==> src/rtl/keypad_scanner_if.sv <==
// Command handshake between the keypad scanner and the calculator CPU.
// Ports: in_cmd (queued key code, 0 = none), in_ack (CPU consumes in_cmd), drop (key discarded).
// master = scanner side, slave = CPU side.
interface keypad_scanner_if #(
    parameter int IC_W = 5
);
    logic [IC_W-1:0] in_cmd;
    logic            in_ack;
    logic            drop;

    modport master (output in_cmd, output drop, input in_ack);
    modport slave  (input in_cmd, input drop, output in_ack);
endinterface

==> src/rtl/keypad_scanner.sv <==
// Scans a 4x4 active-low keypad, debounces presses and queues one code per press.
// Latency: a push into an empty queue shows on in_cmd next cycle; a pop shows the next entry next cycle.
// Backpressure: FIFO_DEPTH-entry queue; a key accepted while full and not popped is dropped with a drop pulse.
// Ports: Clock, Reset (async active-low), kb_row (active-low row drive), kb_col (async column sense),
//        cmd (in_cmd / in_ack / drop handshake to the CPU).
module keypad_scanner #(
    parameter int SCAN_DIV   = 4,
    parameter int DEBOUNCE   = 3,
    parameter int FIFO_DEPTH = 4,
    parameter int IC_W       = 5
) (
    input  logic             Clock,
    input  logic             Reset,
    output logic [3:0]       kb_row,
    input  logic [3:0]       kb_col,
    keypad_scanner_if.master cmd
);
    localparam int DW = $clog2(SCAN_DIV);
    localparam int CW = $clog2(DEBOUNCE + 1);
    localparam int AW = $clog2(FIFO_DEPTH);
    localparam int NW = $clog2(FIFO_DEPTH + 1);

    typedef enum logic [1:0] {SCAN, PRESS, HELD} state_t;

    logic [3:0]    col_m, col_s;
    logic [DW-1:0] dwell;
    logic          sample;
    state_t        state, state_nx;
    logic [1:0]    row_idx, row_nx;
    logic [1:0]    col_idx, col_nx;
    logic [CW-1:0] deb_cnt, deb_nx;
    logic          push_req;
    logic [4:0]    push_dat;
    logic [3:0]    col_n;
    logic          single, idle;
    logic [1:0]    col_enc;

    logic [4:0]    mem [FIFO_DEPTH];
    logic [AW-1:0] rd_ptr, wr_ptr, rd_nx;
    logic [NW-1:0] count, count_nx;
    logic          full, empty, pop, push, drop_nx;
    logic [4:0]    cmd_q, cmd_nx;
    logic          drop_q;

    assign kb_row     = ~(4'b0001 << row_idx);
    assign cmd.in_cmd = IC_W'(cmd_q);
    assign cmd.drop   = drop_q;

    assign sample = (dwell == DW'(SCAN_DIV - 1));
    assign col_n  = ~col_s;
    assign single = (col_n != 4'd0) && ((col_n & (col_n - 4'd1)) == 4'd0);
    assign idle   = (col_s == 4'hF);

    always_comb begin
        col_enc = 2'd0;
        for (int i = 3; i >= 0; i--) begin
            if (col_n[i]) col_enc = 2'(i);
        end
    end

    // Row is only held while a key is being qualified or held; every
    // exit back to SCAN moves on to the next row.
    always_comb begin
        state_nx = state;
        row_nx   = row_idx;
        col_nx   = col_idx;
        deb_nx   = deb_cnt;
        push_req = 1'b0;
        if (sample) begin
            case (state)
                SCAN: begin
                    if (single) begin
                        col_nx = col_enc;
                        if (DEBOUNCE == 1) begin
                            push_req = 1'b1;
                            state_nx = HELD;
                            deb_nx   = '0;
                        end else begin
                            state_nx = PRESS;
                            deb_nx   = CW'(1);
                        end
                    end else begin
                        row_nx = row_idx + 2'd1;
                    end
                end
                PRESS: begin
                    if (single && col_enc == col_idx) begin
                        if (deb_cnt == CW'(DEBOUNCE - 1)) begin
                            push_req = 1'b1;
                            state_nx = HELD;
                            deb_nx   = '0;
                        end else begin
                            deb_nx = deb_cnt + 1'b1;
                        end
                    end else begin
                        state_nx = SCAN;
                        row_nx   = row_idx + 2'd1;
                        deb_nx   = '0;
                    end
                end
                HELD: begin
                    if (idle) begin
                        if (deb_cnt == CW'(DEBOUNCE - 1)) begin
                            state_nx = SCAN;
                            row_nx   = row_idx + 2'd1;
                            deb_nx   = '0;
                        end else begin
                            deb_nx = deb_cnt + 1'b1;
                        end
                    end else begin
                        deb_nx = '0;
                    end
                end
                default: begin
                    state_nx = SCAN;
                    deb_nx   = '0;
                end
            endcase
        end
    end

    // col_nx is the freshly captured column on the SCAN edge (DEBOUNCE=1 case)
    // and the held column otherwise.
    assign push_dat = {1'b1, row_idx, col_nx};

    assign full     = (count == NW'(FIFO_DEPTH));
    assign empty    = (count == '0);
    assign pop      = cmd.in_ack && !empty;
    assign push     = push_req && (!full || pop);
    assign drop_nx  = push_req && full && !pop;
    assign count_nx = count + NW'(push) - NW'(pop);
    assign rd_nx    = rd_ptr + AW'(pop);

    // in_cmd is registered: forward the incoming code when it becomes the
    // new head (queue empty after this edge's pop), otherwise read the array.
    always_comb begin
        if (push && count == NW'(pop)) begin
            cmd_nx = push_dat;
        end else if (count_nx == '0) begin
            cmd_nx = 5'd0;
        end else begin
            cmd_nx = mem[rd_nx];
        end
    end

    always_ff @(posedge Clock) begin
        if (push) mem[wr_ptr] <= push_dat;
    end

    always_ff @(posedge Clock or negedge Reset) begin
        if (!Reset) begin
            col_m   <= 4'hF;
            col_s   <= 4'hF;
            dwell   <= '0;
            state   <= SCAN;
            row_idx <= 2'd0;
            col_idx <= 2'd0;
            deb_cnt <= '0;
            rd_ptr  <= '0;
            wr_ptr  <= '0;
            count   <= '0;
            cmd_q   <= 5'd0;
            drop_q  <= 1'b0;
        end else begin
            col_m   <= kb_col;
            col_s   <= col_m;
            dwell   <= sample ? '0 : dwell + 1'b1;
            state   <= state_nx;
            row_idx <= row_nx;
            col_idx <= col_nx;
            deb_cnt <= deb_nx;
            rd_ptr  <= rd_nx;
            wr_ptr  <= wr_ptr + AW'(push);
            count   <= count_nx;
            cmd_q   <= cmd_nx;
            drop_q  <= drop_nx;
        end
    end
endmodule

==> src/flat_wrapper.sv <==
// flat-port wrapper written by rule: the top's interface ports become plain ports
module keypad_scanner_flat 
#(
    parameter int SCAN_DIV   = 4,
    parameter int DEBOUNCE   = 3,
    parameter int FIFO_DEPTH = 4,
    parameter int IC_W       = 5
)
  (Clock, Reset, kb_row, kb_col, cmd_in_cmd, cmd_drop, cmd_in_ack);
  keypad_scanner_if #(.IC_W(IC_W)) cmd_i ();
  input  logic Clock;
  input  logic Reset;
  output logic [3:0] kb_row;
  input  logic [3:0] kb_col;
  output wire logic [$bits(cmd_i.in_cmd)-1:0] cmd_in_cmd;
  output wire logic [$bits(cmd_i.drop)-1:0] cmd_drop;
  input wire logic [$bits(cmd_i.in_ack)-1:0] cmd_in_ack;
  assign cmd_in_cmd = cmd_i.in_cmd;
  assign cmd_drop = cmd_i.drop;
  assign cmd_i.in_ack = cmd_in_ack;
  keypad_scanner #(.SCAN_DIV(SCAN_DIV), .DEBOUNCE(DEBOUNCE), .FIFO_DEPTH(FIFO_DEPTH), .IC_W(IC_W)) u_core (.Clock(Clock), .Reset(Reset), .kb_row(kb_row), .kb_col(kb_col), .cmd(cmd_i));
endmodule
==> config.mk <==
export PLATFORM = sky130hd
export DESIGN_NAME = keypad_scanner_flat
export DESIGN_NICKNAME = d
export VERILOG_FILES = /design/src/rtl/keypad_scanner_if.sv /design/src/rtl/keypad_scanner.sv /design/src/flat_wrapper.sv
export SDC_FILE = /design/constraint.sdc
export NUM_CORES = 1
export LEC_CHECK = 0
export ABC_AREA = 0
export CAP_MARGIN = 10
export CORE_MARGIN = 2
export CORE_UTILIZATION = 30
export CTS_CLUSTER_SIZE = 28
export DETAILED_ROUTE_END_ITERATION = 16
export GPL_TIMING_DRIVEN = 0
export PLACE_DENSITY = 0.56
export SLEW_MARGIN = 15
export SYNTH_ARGS = -nofsm -noshare
export SYNTH_HDL_FRONTEND = slang
export SYNTH_SLANG_ARGS = --single-unit
==> constraint.sdc <==
create_clock -name Clock -period 4.6 [get_ports Clock]
set_clock_uncertainty 0.2 [all_clocks]
set_input_delay 0.46 -clock Clock [delete_from_list [all_inputs] [get_ports Clock]]
set_output_delay 0.46 -clock Clock [all_outputs]
set_load 0.02 [all_outputs]
==> reports/metrics.cfg <==
[status]
status = finished clean

[floorplan]
core_um2 = 6910
die_h_um = 88.9
io_pins = 17
rows = 30
fp.dieArea_um2 = 7910
die_w_um = 88.9
initial_core_util_pct = 31.3

[synthesis]
synth_area_um2 = 2160
synth_area_leaders = dfrtp_1 27%, edfxtp_1 22%, dfstp_2 9.7%, ha_1 5.2%, mux4_2 4.2%
netlist_instances = 167
yosysTopAreaCell = dfrtp_1
synth_top_cell_area_share_pct = 26.6
yosysSeqAreaShare_pct = 58.5
ys_ff_latch = 47
synth_edf_count = 16
syn_area_per_cell_um2 = 13.0
synthDistinctLibCells = 48
synth-main-ff-cell = dfrtp_1
synth-warning-count = 0
ys_async_sr_fraction_pct = 66.0
syn_nets = 184

[placement]
dpl_cell_area_um2 = 2440
dpl.hpwl_um = 2600
place_inst = 279
portBuffers = 16
gp_congestion = 0.776
post-place-ws_ns = 0.508

[cells_and_area]
syn_to_final_growth_pct = 16.6
fin_nets = 207
final_cell_mix = 23 x dfrtp_1, 16 x edfxtp_1, 15 x clkdlybuf4s50_1, 12 x inv_1, 10 x nand2_1
design_area_um2 = 2520
fin_cells = 287
final_common_cell = dfrtp_1
post-route-util_pct = 36.6
drive_gt1_share_pct = 14.7
diodes = 0

[cts]
post_cts_buffers = 0
clock_latency_ns = 0.29
hold_buffers = 0
h-tree-depth = 2
clkSinkCount = 47
cts_buffers = 5
tritoncts = done
cts.reportedPaths.clkPinSlew_ns = 0.08
cts-root-buf = clkbuf_8
cts_buffer_depth = 2
post_cts_resized = 0

[global_route]
antenna_found_initial = 0
grtUsageTotal_pct = 10.2
grt_pass1_wl_um = 6000
grt_pass1_vias = 1247
grt_overflow_total = 0
grt_start_max_net_pins = 32

[timing]
period_needed_ns = 4.09
fin_tns_setup_ns = 0
timing.slew.headroom_pct = 42.0
setup_viol = 0
worst_pin_slew_ns = 0.864
slew_violations = 0
rsz0062_at_grt = no
hold_viol = 0
fmax_mhz = 245
fin_ws_ns = 0.510
fin_crit_sh_pct = 88.9
hold_slack_ns = 0.00189

[worst_setup_path]
reg2reg_from = u_core.col_s[1]$_DFF_PN1_
startpoint_type = register
arrival_ns = 4.08
required_ns = 4.59
worstSetupPathType = register to register
r2r_end = u_core.cmd.in_cmd[1]$_DFF_PN0_
end_kind = register
rrSetupSlack_ns = 0.51
crit_start = u_core.col_s[1]$_DFF_PN1_
crit_fanout = 10
rr_worst_depth = 14
crit_end = u_core.cmd.in_cmd[1]$_DFF_PN0_

[route]
dr.pass1.iters = 4
met1_length_um = 1760
top_layer = met4
drtIter0Drc = 36
drt_wl_total_um = 3580
wl_per_cell_um = 12.5
drtAntennaViolNets = 0
dr_wl_met3_um = 129
wl_met2_um = 1600
drc_errors = 0
via_count = 1362
viasPerCell = 4.75

[run]
maxCapViolations = 0

[pwr]
vdd_drop_max_v = 0.000138
p_leak_nw = 0.996
power_mw = 1.25
power_per_cell_area_nw_per_um2 = 494

[min_path]
hold_class = input port to asynchronous set/reset pin

## logic make-up (layout without fill, tap and decap cells)
| logic type | Yosys count | count (layout) | synth area share [%] |
|---|---|---|---|
| AOI/OAI and AO/OA | 29 | 29 | 9.94 |
| buffers and inverters | 20 | 44 | 4.05 |
| adders and majority gates | 10 | 10 | 6.13 |
| xor gates and xnor gates | 6 | 6 | 2.43 |
| DFF | 47 | 47 | 58.5 |
| muxes | 8 | 8 | 6.47 |
| and+or+nand+nor | 47 | 47 | 12.5 |
## report_power, final
| group | total (mW) | switching [mW] | internal (mW) |
|---|---|---|---|
| logic | 0.449 | 0.213 | 0.236 |
| clock network | 0.238 | 0.132 | 0.106 |
| registers | 0.560 | 0.0518 | 0.508 |
| total | 1.25 | 0.397 | 0.851 |
## state kept, by name, summed over array words and instances, names as in the netlist
name               count
u_core.deb_cnt         2
u_core.rd_ptr          2
u_core.cmd.in_cmd      5
u_core.cmd.drop        1
u_core.state           2
u_core.count           3
u_core.mem            16
u_core.row_idx         2
u_core.col_s           4
u_core.wr_ptr          2
u_core.col_idx         2
u_core.col_m           4
u_core.dwell           2
## area by class of cell
cell class	count	area, µm²
timing repair buffer	16	155
multi-input combinational	100	811
sequential	47	1270
fill	689	4380
clock buffer	6	72.6
buffer	8	42.5
tap	96	120
inverter	12	45.0
clock inverter	2	12.5
## synthesized netlist by cell type (4+ instances only)
master and n:
nor3_1 4, nand2b_1 4, dfrtp_1 23, clkbuf_1 5, nand2_1 10, mux4_2 4
inv_1 12, ha_1 9, or3_1 4, edfxtp_1 16, nor2_1 5, nor3b_1 5
dfstp_2 8, a21oi_1 7
## worst min path at each step
| stage | start | to | slack (ns) | cells past startpoint |
|---|---|---|---|---|
| floorplan | Reset | u_core.cmd.drop$_DFF_PN0_ | -0.04 | 0 |
| global placement | u_core.col_m[1]$_DFF_PN1_ | u_core.col_s[1]$_DFF_PN1_ | 0.15 | 0 |
| detailed placement | u_core.col_m[1]$_DFF_PN1_ | u_core.col_s[1]$_DFF_PN1_ | 0.15 | 0 |
| CTS | Reset | u_core.rd_ptr[0]$_DFF_PN0_ | 0.03 | 1 |
| global route | Reset | u_core.rd_ptr[0]$_DFF_PN0_ | 0.05 | 1 |
| finish | Reset | u_core.rd_ptr[1]$_DFF_PN0_ | 0.002 | 1 |
## critical path, stage by stage, from the launching register on
cell	delay, ns
dfstp_2	0.52
buf_4	0.15
or3b_1	0.37
a211oi_2	0.20
a21oi_2	0.12
or4_1	0.58
inv_1	0.12
ha_1	0.14
inv_1	0.05
fa_1	0.40
xnor2_1	0.14
xnor2_1	0.14
or3_1	0.42
and2_1	0.18
mux2_4	0.25
## routing by layer
layer	vias up	GRT usage, %
li1	653	-
met1	674	14.1
met2	29	15.2
met3	6	2.49
met4	0	4.48
met5	-	0
Power figures use the tool's default switching activity.
